===== src/rtl/FADDER.sv =====
// One-bit full adder cell: s = x ^ y ^ z, c = majority(x, y, z).
module FADDER (
    output logic s,
    output logic c,
    input  logic x,
    input  logic y,
    input  logic z
);

    assign s = x ^ y ^ z;
    assign c = (x & y) | (z & (x ^ y));

endmodule


===== src/rtl/serial_adder_ctrl.sv =====
// Bit-serial WIDTH-bit adder: one FADDER cell stepped LSB-first over shifted
// operands, with a start/busy/done handshake and the carry held in a flop.
module serial_adder_ctrl #(
    parameter int WIDTH = 8
) (
    input  logic             clk,
    input  logic             rst_n,
    input  logic             start,
    input  logic [WIDTH-1:0] a,
    input  logic [WIDTH-1:0] b,
    input  logic             cin,
    output logic             busy,
    output logic             done,
    output logic [WIDTH-1:0] sum,
    output logic             cout
);

    localparam int CW = $clog2(WIDTH + 1);

    typedef enum logic [1:0] {
        IDLE = 2'd0,
        RUN  = 2'd1,
        DONE = 2'd2
    } state_t;

    state_t           state_q, state_d;
    logic [WIDTH-1:0] a_q, a_d;
    logic [WIDTH-1:0] b_q, b_d;
    logic [WIDTH-1:0] sum_q, sum_d;
    logic             carry_q, carry_d;
    logic [CW-1:0]    cnt_q, cnt_d;
    logic             fa_s;
    logic             fa_c;

    FADDER u_fadder (
        .s (fa_s),
        .c (fa_c),
        .x (a_q[0]),
        .y (b_q[0]),
        .z (carry_q)
    );

    always_comb begin
        state_d = state_q;
        a_d     = a_q;
        b_d     = b_q;
        sum_d   = sum_q;
        carry_d = carry_q;
        cnt_d   = cnt_q;
        case (state_q)
            IDLE: begin
                if (start) begin
                    a_d     = a;
                    b_d     = b;
                    carry_d = cin;
                    cnt_d   = '0;
                    state_d = RUN;
                end
            end
            RUN: begin
                a_d     = a_q >> 1;
                b_d     = b_q >> 1;
                // New sum bit enters at the MSB so that after WIDTH shifts
                // bit 0 of the result sits at bit 0.
                sum_d   = (sum_q >> 1) | (WIDTH'(fa_s) << (WIDTH - 1));
                carry_d = fa_c;
                cnt_d   = cnt_q + 1'b1;
                if (cnt_q == CW'(WIDTH - 1)) begin
                    state_d = DONE;
                end
            end
            DONE: begin
                state_d = IDLE;
            end
            default: begin
                state_d = IDLE;
            end
        endcase
    end

    always_ff @(posedge clk or negedge rst_n) begin
        if (!rst_n) begin
            state_q <= IDLE;
            a_q     <= '0;
            b_q     <= '0;
            sum_q   <= '0;
            carry_q <= 1'b0;
            cnt_q   <= '0;
        end else begin
            state_q <= state_d;
            a_q     <= a_d;
            b_q     <= b_d;
            sum_q   <= sum_d;
            carry_q <= carry_d;
            cnt_q   <= cnt_d;
        end
    end

    assign busy = (state_q == RUN);
    assign done = (state_q == DONE);
    assign sum  = sum_q;
    assign cout = carry_q;

    busy_done_exclusive: assert property (@(posedge clk) disable iff (!rst_n) !(busy && done));

endmodule

===== config.mk =====
export PLATFORM = sky130hd
export DESIGN_NAME = serial_adder_ctrl
export DESIGN_NICKNAME = d
export VERILOG_FILES = /design/src/rtl/FADDER.sv /design/src/rtl/serial_adder_ctrl.sv
export SDC_FILE = /design/constraint.sdc
export NUM_CORES = 1
export LEC_CHECK = 0
export CORE_UTILIZATION = 29
export CTS_CLUSTER_DIAMETER = 60
export DETAILED_ROUTE_END_ITERATION = 7
export PLACE_DENSITY_LB_ADDON = 0.25
export REMOVE_ABC_BUFFERS = 1
export SYNTH_ARGS = -nofsm -noshare
export SYNTH_HDL_FRONTEND = slang
export SYNTH_SLANG_ARGS = --single-unit

===== constraint.sdc =====
create_clock -name clk -period 1.2 [get_ports clk]
set_input_delay 0.3 -clock clk [delete_from_list [all_inputs] [get_ports clk]]
set_output_delay 0.3 -clock clk [all_outputs]
set_load 0.05 [all_outputs]

# == Word-level counts from Yosys, hierarchy flattened ==
# Index checks and enable logic that the tools add are counted.
# word_totals
register_bits,31
latchBits,0
ram_bits,0
romBits,0
input_bits,20
output_inout_bits,11
memories,0
# classes
add_sub_neg,1
n_mul,0
div,0
magnitude_cmp,0
n_eq_ne,5
n_shift,0
n_mux,11
n_bitwise,6
reduce_logical,4
# op_table
op,count
8-bit case mux with 2 select lines,2
8-bit two-way mux,2
7-bit by 8-bit OR with 8-bit output,1
4-bit case mux with 2 select lines,1
"4-bit by 1-bit adder with 4-bit output, second input constant",1
"4-bit by 3-bit == test with 1-bit output, second input constant",1
2-bit two-way mux,2
4-bit two-way mux,1
2-bit case mux with 2 select lines,1
2-bit AND reduction,2
1-bit AND,2
"2-bit by 1-bit == test with 1-bit output, second input constant",1
"2-bit == test, second input constant",1
2-bit zero test,1
"2-bit by 1-bit != test with 1-bit output, second input constant",1
"2-bit != test, second input constant",1
1-bit case mux with 2 select lines,1
2-bit nonzero test,1
1-bit XOR,2
1-bit two-way mux,1
1-bit OR,1

# == Logic depth before layout (Yosys ltp) ==
# Gate-level depths: netlist of the first run.
# depth
ltp_word,4
mapped_depth,5
ltp_nobuf,4

# == Hierarchy ==
# Synthesis of the first run repeated with hierarchy kept, for this count alone.
# unflattened
hier_cells,136
hier_area_um2,1403.8
# modules_own_cells
mod,instances,cells_each,area_each_um2,seq_area_each_um2
serial_adder_ctrl,1,135,1383.8,775.7
FADDER,1,1,20.0,0.0

# == Worst setup path after synthesis of the first run ==
# OpenSTA, ideal clock, no wires.
# synth_timing
kind,register to output
startpoint,register state_q[1]
endpoint,output port done
arrival_ns,1.449
setup_slack_ns,-0.549
stages_incl_launch_ff,4
path_cell_list,dfrtp_1 buf_2 buf_2 nor2b_1
# synth_via
elab_chain_len,1
# synth_lines
element,line_no,source
from (decl),serial_adder_ctrl.sv:26,"state_t state_q, state_d;"
from (signal assigned),serial_adder_ctrl.sv:90,state_q <= state_d;
2-bit == test,serial_adder_ctrl.sv:100,assign done = (state_q == DONE);
to (decl),serial_adder_ctrl.sv:13,"output logic done,"
# Every way passes these cells.

# == Final worst setup path of the first run ==
# layout_timing
startpoint,register state_q[1]
endpoint,output port busy
# layout_via
elab_chain_len,1
# layout_lines
element,line_no,source
2-bit by 1-bit == test with 1-bit output,serial_adder_ctrl.sv:99,assign busy = (state_q == RUN);
to (decl),serial_adder_ctrl.sv:12,"output logic busy,"
# Every way passes these cells.

==> results of run 1 <==
## path summary, 6_finish.rpt
kind,from,endpoint,slack [ns],cells after the start
setup / recovery,state_q[1]$_DFFE_PN0P_,busy,-0.16,3
hold / removal,rst_n,a_q[0]$_DFFE_PN0P_,0.38,2
setup reg to reg,state_q[1]$_DFFE_PN0P_,b_q[5]$_DFFE_PN0P_,-0.05,6
hold reg to reg,b_q[4]$_DFFE_PN0P_,b_q[3]$_DFFE_PN0P_,0.54,2
max in group asynchronous,rst_n,state_q[0]$_DFFE_PN0P_,0.63,2
min in group clk,b_q[4]$_DFFE_PN0P_,b_q[3]$_DFFE_PN0P_,0.54,2
## metal layers
| layer | wire length (um) | vias to the layer above | global-route usage (%) |
|---|---|---|---|
| met5 | 0 | - | 0 |
| met4 | 60 | 0 | 6.410 |
| met3 | 135 | 6 | 4.252 |
| met2 | 1799 | 26 | 23.77 |
| met1 | 1603 | 644 | 18.44 |
| li1 | - | 631 | - |
## power by group through the flow
stage / logic (mW) / registers [mW] / clock network (mW)
floorplan: 1.03 / 2.25 / 0
global placement: 2.78 / 1.84 / 0
detailed placement: 2.86 / 1.88 / 0
CTS: 3.14 / 1.87 / 0.804
global route: 3.56 / 1.95 / 0.856
finish: 3.31 / 1.89 / 0.781
## cells by family after synthesis
family	share of synthesized area (%)
AO/OA/AOI/OAI	22.14
adder cells (fa/ha/maj)	2.205
buffers and inverters	4.240
flip-flops	52.59
multiplexers	0.7633
AND/OR/NAND/NOR	18.07
## metrics by stage
step	setup WS (ns)	power (mW)	TNS, ns	utilization (%)	cell area, sq um
after floorplan	-0.4836	3.281	-12.17	-	1416
after global placement	-0.2764	4.620	-5.757	42.31	2038
after detailed placement	-0.3982	4.743	-6.722	42.31	2038
after CTS	-0.1674	5.813	-0.6571	45.90	2211
after global routing	-0.2073	6.367	-1.891	47.40	2283
final	-0.1643	5.982	-0.6290	47.40	2283
## registers in the layout (all words and copies together), names as in the netlist
signal,count
b_q,8
cout,1
cnt_q,4
a_q,8
state_q,2
sum,8
## placed cells by master (no fill, tap or decap), types with 2 or more instances in the layout
cell type	instances
clkdlybuf4s50_1	19
nand2_1	29
a22o_1	2
clkbuf_8	5
a21oi_1	18
buf_6	3
nand3_1	2
dfrtp_1	30
a22oi_1	5
buf_4	14
clkbuf_1	2
nor2b_1	9
nor2_1	2
buf_12	14
o21ai_0	2
and2b_1	8
a22oi_2	10
o21ai_1	16
## cell type report
type                       instances  area [sq um]
fill                             466          2534
multi-input combinational        112         723.2
timing repair buffer              50         609.3
clock buffer                       7         76.32
tap                               67         83.83
clock inverter                     1         5.005
sequential                        31         777.0
inverter                           1         8.758
## what timing repair did
action                     in CTS  in global routing
hold buffers                    0                  0
gates cloned                    1                  0
setup endpoints to repair      24                 27
hold endpoints to repair        0                  0
setup buffers                   5                  4
gates resized for setup        23                  8
==> key figures, run 1 <==
Outcome
  – Result of the run: finished with violations
  – Violated checks: setup timing

Power and ir drop
  – Fraction of power spent switching nets: about two fifths
  – Sequential share of power: 31.6%
  – Power density relative to cell area: between 2000 and 3000 nW/um^2
  – Clock power frac: 13.1%
  – NetSw: 2.476 mW
  – Part of the power in combinational logic: 55.3%
  – Static Leak: a little over 1 nW
  – Maximum vdd drop: approximately 1.2 mV
  – Power Internal: between 3 and 4 mW

Critical path
  – Worst Setup Path Type: reg2out
  – Endpoint type of the worst setup path: output pin
  – Largest fanout on the critical path: 6
  – Chain of cells forming the critical path: nand2b_4 > inv_6 > buf_12
  – Critical-path cell with the highest stage delay: dfrtp_1
  – Kind of start point of the critical path: register
  – Data arrival time of the critical path: 1.06 ns
  – Worst path required time: 0.90 ns
  – Number of buffers and inverters on the critical path: 2
  – Biggest cell delay along the critical path: ~0.40 ns
  – Delay-heaviest family, CP: flip-flops

GRT
  – Number of antenna violations at the first check in global routing: 0
  – Largest net degree at the start of global routing: 32
  – Tot GR Track Use: between 10 and 15%
  – Total global routing overflow: 0
  – Global-route wire length before repair: between 5000 and 6000 um
  – Number of global-route vias before repair: approximately 1.3k

Die
  – Starting density of the core: a little under a third
  – Placeable Area: approximately 4800 sq um
  – Vertical extent of the die: between 70 and 80 um
  – Die width: between 70 and 80 um
  – Num rows: 25
  – Die area: approximately 5400 sq um
  – Num ports: 31

Synthesis
  – Share of synthesized flip-flops with an asynchronous set or reset: 100.0%
  – Count of distinct cell types in the synthesized netlist: 23
  – Syn Area/Cell: approximately 9.6 sq um
  – Flop and latch count out of synthesis: 31
  – Most area-hungry cell type in the Yosys netlist: dfrtp_1
  – Dominant register cell in the synthesized netlist: dfrtp_1
  – Top cells by count, synth: 31 x dfrtp_1, 29 x nand2_1, 18 x a21oi_1
  – Warnings from Yosys: 0
  – Dominant cell by count in the synthesized netlist: dfrtp_1
  – EDFF count, synth: 0
  – Syn Inst Count: approximately 150
  – Largest cells by area after synthesis: dfrtp_1 53%, a22oi_1 7.6%, nand2_1 7.4%
  – Portion of the post-synthesis area used by sequential elements: a little over half
  – Share of Yosys cell area claimed by the top area cell type: a little over half
  – Post-synthesis instance area: ~1500 sq um

Routing
  – Wirelength, routed: 3599 um
  – DRC violations left: 0
  – Detail Route Antenna Nets: 0
  – First-iteration detailed-routing DRC count: 75
  – Vias: between 1k and 1.5k
  – Via/cell ratio: between 4 and 5
  – Pre-Repair DR Iteration Count: 4
  – Wire per inst: 13.38 um

Clock tree
  – Clock latency at the later pin of the worst-skew pair: 0.28 ns
  – Total CTS buffers: 5
  – Clock tree from TritonCTS: done
  – Deepest level of the CTS H-tree: 2
  – Clock Tree Buf Depth: 2
  – Cell chosen for the clock root: clkbuf_8
  – Clk slew on worst S/H paths: around 0.070 ns
  – Sinks on Clock Net: 31

Timing
  – Worst Max-Slew Pin Slew: about 0.27 ns
  – Worst clock skew on the final layout: approximately 0.0057 ns
  – F_max: roughly 0.73 GHz
  – Crit share post-route: 113.7%
  – Hold_ws: about 0.38 ns
  – Setup repair after global routing missed its margin: true
  – Slew Limit Headroom: 82.30%
  – Final Max Slew Viols: 0
  – Hold violation total from the final report: 0
  – Setup slack of the critical path after layout: -0.1643 ns
  – Final setup violation count: 16
  – Clock period minus final worst setup slack: 1.364 ns

Cells and area
  – NumNets Final: roughly 220
  – Fraction of final layout cells sized beyond drive strength 1: 27.23%
  – Area growth, synth to finish: 54.79%
  – Number of antenna diodes: 0
  – Finished Layout Cells: about 270

Placement
  – Number of buffers inserted by port buffering: 30
  – Global placement routability congestion: between 0.8 and 0.9
  – HPWL after DPL: around 2400 um
  – Count of placed standard cells including taps: roughly 250

Min path
  – Kind of path behind the tightest hold check: in2async

Flow run
  – Max cap viols: 0
Note: power is estimated with default switching activity, not from simulation.
==> inputs of run 2 (changes only) <==
Settings changed: CTS_CLUSTER_DIAMETER 60 to unset.
==> results of run 2 <==
No change in the layout: final DEF, timing and power equal those of run 1.
==> inputs of run 3 (changes only) <==
Settings changed: CORE_UTILIZATION 29 to 40, CTS_CLUSTER_SIZE set to 30.
==> key figures, run 3 (synthesis results as in run 1) <==
Outcome
  – Result of the run: finished with violations
  – Violated checks: setup timing

Timing
  – F_max: 0.7298 GHz
  – Setup slack of the critical path after layout: -0.1703 ns
  – Worst Max-Slew Pin Slew: 0.2248 ns
  – Slew Limit Headroom: between 80% and 90%
  – Clock period minus final worst setup slack: ~1.4 ns
  – Hold violation total from the final report: 0
  – Setup repair after global routing missed its margin: true
  – Final setup violation count: 5
  – Final Max Slew Viols: 0
  – Accumulated negative setup slack: -0.4384 ns
  – Crit share post-route: 114.2%
  – Worst clock skew on the final layout: 0.003022 ns

Critical path
  – Largest fanout on the critical path: 3
  – Data arrival time of the critical path: between 1 and 1.5 ns
  – Kind of start point of the critical path: register
  – Endpoint type of the worst setup path: output pin
  – Worst path required time: roughly 0.9 ns
  – Biggest cell delay along the critical path: 0.40 ns
  – Worst Setup Path Type: reg2out
  – Chain of cells forming the critical path: buf_6 > nor2b_4 > buf_12
  – Critical-path cell with the highest stage delay: dfrtp_1

GRT
  – Total global routing overflow: 0
  – Global-route met1 utilization: between 20% and 30%
  – Met2 GRT Util: 34.65%
  – Global-route wire length before repair: 6175 um
  – Global-route layer with the greatest usage: met2
  – Met3 track demand over resource: under 10%
  – Number of global-route vias before repair: 1321
  – Number of antenna violations at the first check in global routing: 0
  – Tot GR Track Use: approximately 20%
  – Largest net degree at the start of global routing: 32

Die
  – Starting density of the core: a little over two fifths
  – Num rows: 21
  – Num ports: 31
  – Die width: 62.73 um
  – Placeable Area: 3442 sq um
  – Die area: ~3900 sq um
  – Vertical extent of the die: 62.73 um

Power and ir drop
  – Final total power: 6.308 mW
  – Static Leak: between 1 and 1.5 nW
  – Maximum vdd drop: 1.304 mV
  – Power density relative to cell area: approximately 2700 nW/um^2

Cells and area
  – Most frequent standard cell in the layout excluding fill and tap cells: dfrtp_1
  – NumNets Final: 229
  – Final core area utilization: between 60% and 70%
  – Commonest non-fill, non-tap cells in the layout: 30 x dfrtp_1, 25 x nand2_1, 18 x a21oi_1, 18 x clkdlybuf4s50_1, 17 x o21ai_1
  – Number of antenna diodes: 0
  – Area growth, synth to finish: 59.12%
  – Fraction of final layout cells sized beyond drive strength 1: around a third
  – Design Area, Final: roughly 2300 sq um

Clock tree
  – Clk slew on worst S/H paths: approximately 0.06 ns
  – Sinks on Clock Net: 31
  – Clock Tree Buf Depth: 2
  – Deepest level of the CTS H-tree: 2
  – Post-CTS Hold Buffers: 0
  – Total CTS buffers: 5
  – Clock tree from TritonCTS: done
  – Cell chosen for the clock root: clkbuf_8
  – Clock latency at the later pin of the worst-skew pair: ~0.28 ns

Min path
  – Kind of path behind the tightest hold check: in2async

Routing
  – Detail Route Antenna Nets: 0
  – Via/cell ratio: roughly 5.2
  – First-iteration detailed-routing DRC count: 49
  – Vias: between 1k and 1.5k
  – Wirelength, routed: between 3000 and 4000 um
  – Pre-Repair DR Iteration Count: 4
  – DRC violations left: 0
  – Wire per inst: ~15 um

Placement
  – Number of buffers inserted by port buffering: 30
  – Placed cell areas: 2037 sq um
  – Global placement routability congestion: approximately 0.76
  – HPWL after DPL: around 2400 um

Flow run
  – Max cap viols: 0
[run 3: worst paths after layout]
path	start	endpoint	slack, ns	cells after the start
worst min register to register	a_q[3]$_DFFE_PN0P_	a_q[2]$_DFFE_PN0P_	0.53	2
min in group clk	a_q[3]$_DFFE_PN0P_	a_q[2]$_DFFE_PN0P_	0.53	2
worst max-delay path	state_q[1]$_DFFE_PN0P_	done	-0.17	3
worst max register to register	state_q[1]$_DFFE_PN0P_	cnt_q[2]$_DFFE_PN0P_	-0.05	5
worst min-delay path	rst_n	sum[7]$_DFFE_PN0N_	0.38	2
max in group asynchronous	rst_n	state_q[0]$_DFFE_PN0P_	0.63	2
[run 3: cell type report]
type                    count  area [sq um]
fillers                   259          1095
flip-flops and latches     31         777.0
multi-input cells         112         765.7
repair buffers             56         668.1
clock buffers               6         72.57
well taps                  46         57.56
inverters                   1         6.256
[run 3: routing by layer]
layer  part of all wire (%)  wire length [um]  vias up
met4                    1.7                61        0
met2                     53              1932       27
li1                       -                 -      640
met3                    4.1               150        8
met5                      0                 0        -
met1                     42              1522      642
[run 3: where the power goes]
group	switching [mW]	total (mW)	internal, mW
registers	0.473	1.94	1.47
clock network	0.358	0.744	0.386
logic	1.78	3.62	1.84
total	2.61	6.31	3.70
[run 3: timing repair]
action | in CTS | in global routing
pin swaps | 2 | 5
setup endpoints to repair | 24 | 26
buffers inserted | 6 | 1
gates cloned | 1 | 1
resized for setup | 30 | 19
[run 3: per-stage QoR]
| stage | setup slack, ns | cells | hold WS, ns |
|---|---|---|---|
| CTS | -0.1772 | 250 | 0.3880 |
| floorplan | -0.4836 | 144 | 0.004409 |
| detailed placement | -0.3381 | 237 | 0.5072 |
| finish | -0.1703 | 252 | 0.3834 |
| global placement | -0.2630 | 237 | 0.4845 |
| global route | -0.2019 | 252 | 0.4140 |
[run 3: worst max-delay path, delay by kind of cell (launching register included)]
| kind | cells | cell delay (ns) |
|---|---|---|
| DFF | 1 | 0.40 |
| and+or+nand+nor | 1 | 0.12 |
| buffers and inverters | 2 | 0.27 |
